===== config.mk =====
export PLATFORM = sky130hd
export DESIGN_NAME = fetch_unit
export DESIGN_NICKNAME = d
export VERILOG_FILES = /design/src/rtl/fetch_unit.sv
export SDC_FILE = /design/constraint.sdc
export NUM_CORES = 1
export LEC_CHECK = 0
export CAP_MARGIN = 0
export CORE_MARGIN = 1
export CORE_UTILIZATION = 30
export DETAILED_ROUTE_END_ITERATION = 6
export PLACE_DENSITY = 0.5
export SYNTH_ARGS = -nofsm -noshare
export SYNTH_HDL_FRONTEND = slang
export SYNTH_SLANG_ARGS = --single-unit

===== constraint.sdc =====
create_clock -name clk -period 13.7 [get_ports clk]
set_input_delay 2.74 -clock clk [delete_from_list [all_inputs] [get_ports clk]]
set_output_delay 2.74 -clock clk [all_outputs]
set_load 0.05 [all_outputs]

===== src/rtl/fetch_unit.sv =====
// Fetch stage: keeps the fetch PC, requests 64-bit beats from instruction memory,
// picks the addressed 32-bit half into a small prefetch queue and feeds decode.
// Redirects flush the queue and discard a response that is still in flight.
module fetch_unit #(
    parameter int unsigned     XLEN     = 64,
    parameter logic [XLEN-1:0] RESET_PC = '0,
    parameter int unsigned     QDEPTH   = 2,
    parameter logic [31:0]     NOP_INST = 32'h00000013
) (
    input  logic            clk,
    input  logic            rst,
    input  logic            stall,
    input  logic            redirect_valid,
    input  logic [XLEN-1:0] redirect_pc,
    output logic [XLEN-1:0] inst_addr,
    output logic            inst_addr_valid,
    input  logic            inst_mem_valid,
    input  logic [63:0]     inst_mem,
    output logic [31:0]     inst_out,
    output logic [XLEN-1:0] inst_pc,
    output logic            inst_valid
);

    localparam int unsigned     PW    = $clog2(QDEPTH);
    localparam int unsigned     CW    = PW + 1;
    localparam logic [CW-1:0]   QFULL = CW'(QDEPTH);

    typedef enum logic [1:0] {StIdle, StReq, StDiscard} state_e;

    state_e          state_q, state_d;
    logic [XLEN-1:0] fpc_q, fpc_d;
    logic [XLEN-1:0] hold_q, hold_d;
    logic [PW-1:0]   rd_q, rd_d, wr_q, wr_d;
    logic [CW-1:0]   cnt_q, cnt_d;
    logic [CW-1:0]   cnt_after;
    logic [XLEN-1:0] q_pc   [QDEPTH];
    logic [31:0]     q_inst [QDEPTH];
    logic            push, pop;
    logic [XLEN-1:0] req_addr;
    logic [31:0]     sel_inst;

    // Redirect targets are word aligned, so the low two bits are dropped.
    logic unused_redirect_lsb;
    assign unused_redirect_lsb = ^redirect_pc[1:0];

    // Next-state, queue bookkeeping and decode-side outputs.
    always_comb begin
        state_d   = state_q;
        fpc_d     = fpc_q;
        hold_d    = hold_q;
        rd_d      = rd_q;
        wr_d      = wr_q;
        cnt_d     = cnt_q;
        push      = 1'b0;
        req_addr  = {fpc_q[XLEN-1:3], 3'b000};
        sel_inst  = fpc_q[2] ? inst_mem[63:32] : inst_mem[31:0];

        inst_valid = (cnt_q != '0) && !stall && !redirect_valid;
        pop        = inst_valid;
        cnt_after  = cnt_q + CW'(1) - CW'(pop);

        unique case (state_q)
            StIdle: begin
                if (cnt_q < QFULL) state_d = StReq;
            end
            StReq: begin
                hold_d = req_addr;
                if (inst_mem_valid) begin
                    push  = 1'b1;
                    fpc_d = fpc_q + XLEN'(4);
                    // Keep requesting only while the post-push queue still has room.
                    if (cnt_after >= QFULL) state_d = StIdle;
                end
            end
            StDiscard: begin
                if (inst_mem_valid) state_d = StReq;
            end
            default: state_d = StIdle;
        endcase

        if (redirect_valid) begin
            push  = 1'b0;
            fpc_d = {redirect_pc[XLEN-1:2], 2'b00};
            rd_d  = '0;
            wr_d  = '0;
            cnt_d = '0;
            unique case (state_q)
                StIdle:    state_d = StReq;
                StReq:     state_d = inst_mem_valid ? StReq : StDiscard;
                StDiscard: state_d = StDiscard;
                default:   state_d = StIdle;
            endcase
        end else begin
            if (push) wr_d = wr_q + PW'(1);
            if (pop)  rd_d = rd_q + PW'(1);
            cnt_d = cnt_q + CW'(push) - CW'(pop);
        end

        inst_addr_valid = (state_q != StIdle);
        // While discarding, the abandoned request address stays on the bus.
        inst_addr       = (state_q == StDiscard) ? hold_q : req_addr;
        inst_out        = inst_valid ? q_inst[rd_q] : NOP_INST;
        inst_pc         = inst_valid ? q_pc[rd_q] : '0;
    end

    // Control state with synchronous reset.
    always_ff @(posedge clk) begin
        if (rst) begin
            state_q <= StIdle;
            fpc_q   <= RESET_PC;
            hold_q  <= '0;
            rd_q    <= '0;
            wr_q    <= '0;
            cnt_q   <= '0;
        end else begin
            state_q <= state_d;
            fpc_q   <= fpc_d;
            hold_q  <= hold_d;
            rd_q    <= rd_d;
            wr_q    <= wr_d;
            cnt_q   <= cnt_d;
        end
    end

    // Queue storage; contents are only meaningful below cnt_q, so no reset.
    always_ff @(posedge clk) begin
        if (!rst && push) begin
            q_pc[wr_q]   <= fpc_q;
            q_inst[wr_q] <= sel_inst;
        end
    end

endmodule


==> run metrics <==
drt wl/cell 20.62 um; Util after Layout 40.27%; register area share after synthesis 56.32%; power density cells 123.8 mW/mm2; most used routing layer met2; synthesized flop and latch total 318; cell taking the most area after synthesis edfxtp_1; yosys warns 0; Static Leakage 6.300 nW; Layout fillers 4645; Max transition margin 28.55%; Slew Viols, Final 0; die width 222.9 um; initial antenna violation count 1; clk buf depth 3; commonest non-fill, non-tap cell in the layout clkdlybuf4s50_1; DRT antenna net count 0; total die area 0.04970 mm2; Crit-path slowest cell clkdlybuf4s50_1; WP data required 10.96 ns; Core Box Area 0.04795 mm2; Startpoint Class input pin; FF+latch area 0.008253 mm2; Final Cycle Share 59.37%; Root Buffer clkbuf_16; Iteration-0 DRC Markers 813; global-route track usage on met2 30.13%; H-tree Lvls 2; CTS Sinks 318; Avg Inst Size Synth 10.96 um2; CTS tree done; GR Util met1 24.44%; ANT cells 0; Std-Cell Rows 80; crit-path cells buf_2 -> buf_4 -> nor2_1 -> o21ai_4 -> buf_4 -> inv_1 -> nand2_1 -> clkdlybuf4s50_1; GPL Wtd Cong 0.7568; DIE HEIGHT 222.9 um; Hold Path Class flip-flop to flip-flop; cts hold-fix bufs 0; Syn Std Cell Area 0.01465 mm2; Setup TNS 0 ns; Yosys top cell area share 38.55%; residual DRC count 0; pin count of the biggest net entering global routing 85; nature of the critical path endpoint output pin; Main synth FF type edfxtp_1; drt pass-1 iters 5; routed vias 11240; status complete, no violations; IO Pins 295; final worst setup slack 5.566 ns; Max VDD drop 59.22 uV; grt met3 use 2.766%; GRT Overall Usage 18.16%; Period minus WS final 8.134 ns; critical path class input pin to output pin; Post-Route WL 45870 um; synthesis-to-finish area growth 31.82%; Distinct cells, synth 67; WP data arrival 5.39 ns; Overflow after GRT 0; vias per inst 5.050; Final Hold Fails 0; Max FO, Critical Path 65; share of flip-flops with an asynchronous set or reset 0%; pre-CTS setup slack 5.470 ns; clock slew at reported path FFs 0.05 ns; post-CTS setup buffer count 0; Worst-Margin Slew 1.072 ns; number of global-route vias before repair 11020; multi-input logic area 0.005953 mm2; largest cells by area after synthesis edfxtp_1 (39%), dfxtp_1 (18%), mux2i_1 (7.1%); share of cells above drive strength 1 11.18%; Initial Utilization 30.55%; first-pass GRT wire length 68770 um; Worst Skew 0.02229 ns; IO buf count 287; Gate Count Post-Synth 1336; EDFF count, synth 188; RSZ-0062 raised after global routing no; most used cell, CP buf_4; Final setup viols 0; latest clock arrival within the worst-skew pair 0.55 ns; max cap viols 0; TritonCTS Buffers 39; Final #Nets 1717; most frequent cells in the layout clkdlybuf4s50_1 (285), edfxtp_1 (188), nand2_1 (177), nor2_1 (150), dfxtp_1 (128); worst hold slack 0.4514 ns; Crit path largest cell delay 0.83 ns; CTS resizes 0; FMAX 0.1229 GHz; HPWL Detailed 30550 um; Total Power 0.002390 W
## layer usage
layer | vias up | routed length (um)
li1 | 5359 | -
met1 | 5489 | 21290
met2 | 328 | 21610
met3 | 58 | 2145
met4 | 2 | 807
met5 | - | 13
## worst max-delay path, delay by kind of cell
family,cells,cell delay [ns]
AOI/OAI and AO/OA,1,0.10
buffers and inverters,5,2.23
and+or+nand+nor,2,0.30
## kinds of logic (layout without fill, tap and decap cells)
group | count (synthesis) | in the layout | share of synthesized area [%]
AOI/OAI and AO/OA | 160 | 160 | 7.211
xor gates and xnor gates | 35 | 35 | 2.093
adders and majority gates | 3 | 3 | 0.2563
buffers and inverters | 121 | 391 | 3.400
DFF | 318 | 318 | 56.32
muxes | 190 | 190 | 13.72
other | 1 | 5 | 0.02561
and+or+nand+nor | 508 | 508 | 16.98
## final timing paths
| check | start | end | slack (ns) | depth (start not counted) |
|---|---|---|---|---|
| worst min register to register | hold_q[32]$_SDFFE_PP0N_ | hold_q[32]$_SDFFE_PP0N_ | 0.45 | 2 |
| worst min-delay path | hold_q[32]$_SDFFE_PP0N_ | hold_q[32]$_SDFFE_PP0N_ | 0.45 | 2 |
| worst max-delay path | redirect_valid | inst_out[1] | 5.57 | 8 |
| worst max register to register | fpc_q[2]$_SDFFE_PP0P_ | fpc_q[40]$_SDFFE_PP0P_ | 10.22 | 6 |
## where the power goes
group	internal [W]	switching [W]	leakage, nW
Combinational	0.000108	0.000159	2.90
Sequential	0.00105	0.0000437	2.78
Clock	0.000639	0.000396	0.618
Total	0.00179	0.000598	6.30
## metrics by stage
stage,instance area (um2),instances
2_1_floorplan,14660,1340
3_3_place_gp,18020,2155
4_1_cts,19310,2225
6_report,19310,2225
3_5_place_dp,18020,2155
5_1_grt,19310,2225
## sequential cells by signal, summed over array words and instances (netlist names), named ones only
name / count
fpc_q: 62
state_q: 2
rd_q: 1
hold_q: 61
q_inst: 64
cnt_q: 2
wr_q: 1
q_pc: 124
## final cells by class
| cell class | instances | share of cell area [%] |
|---|---|---|
| inverter | 20 | 0.3889 |
| timing repair buffer | 301 | 15.39 |
| tap | 615 | 3.986 |
| clock buffer | 56 | 5.762 |
| clock inverter | 14 | 0.8944 |
| multi-input combinational | 901 | 30.84 |
| sequential | 318 | 42.75 |
## cells in the mapped netlist (8+ instances only)
library cell and number:
xnor2_1 22, inv_1 20, and4_1 14, a21oi_1 69
buf_2 10, buf_1 19, nor4b_1 8, dfxtp_1 130
xor2_1 13, mux2i_1 104, nand3_1 28, mux2_2 86
nor4_1 24, nor2_1 150, clkbuf_1 64, nor3_1 18
o21ai_0 19, edfxtp_1 188, nand4_1 29, a211oi_1 27
nand2_1 177, a311oi_1 8, and3_1 16
No activity file was read; power rests on OpenSTA's default activity.
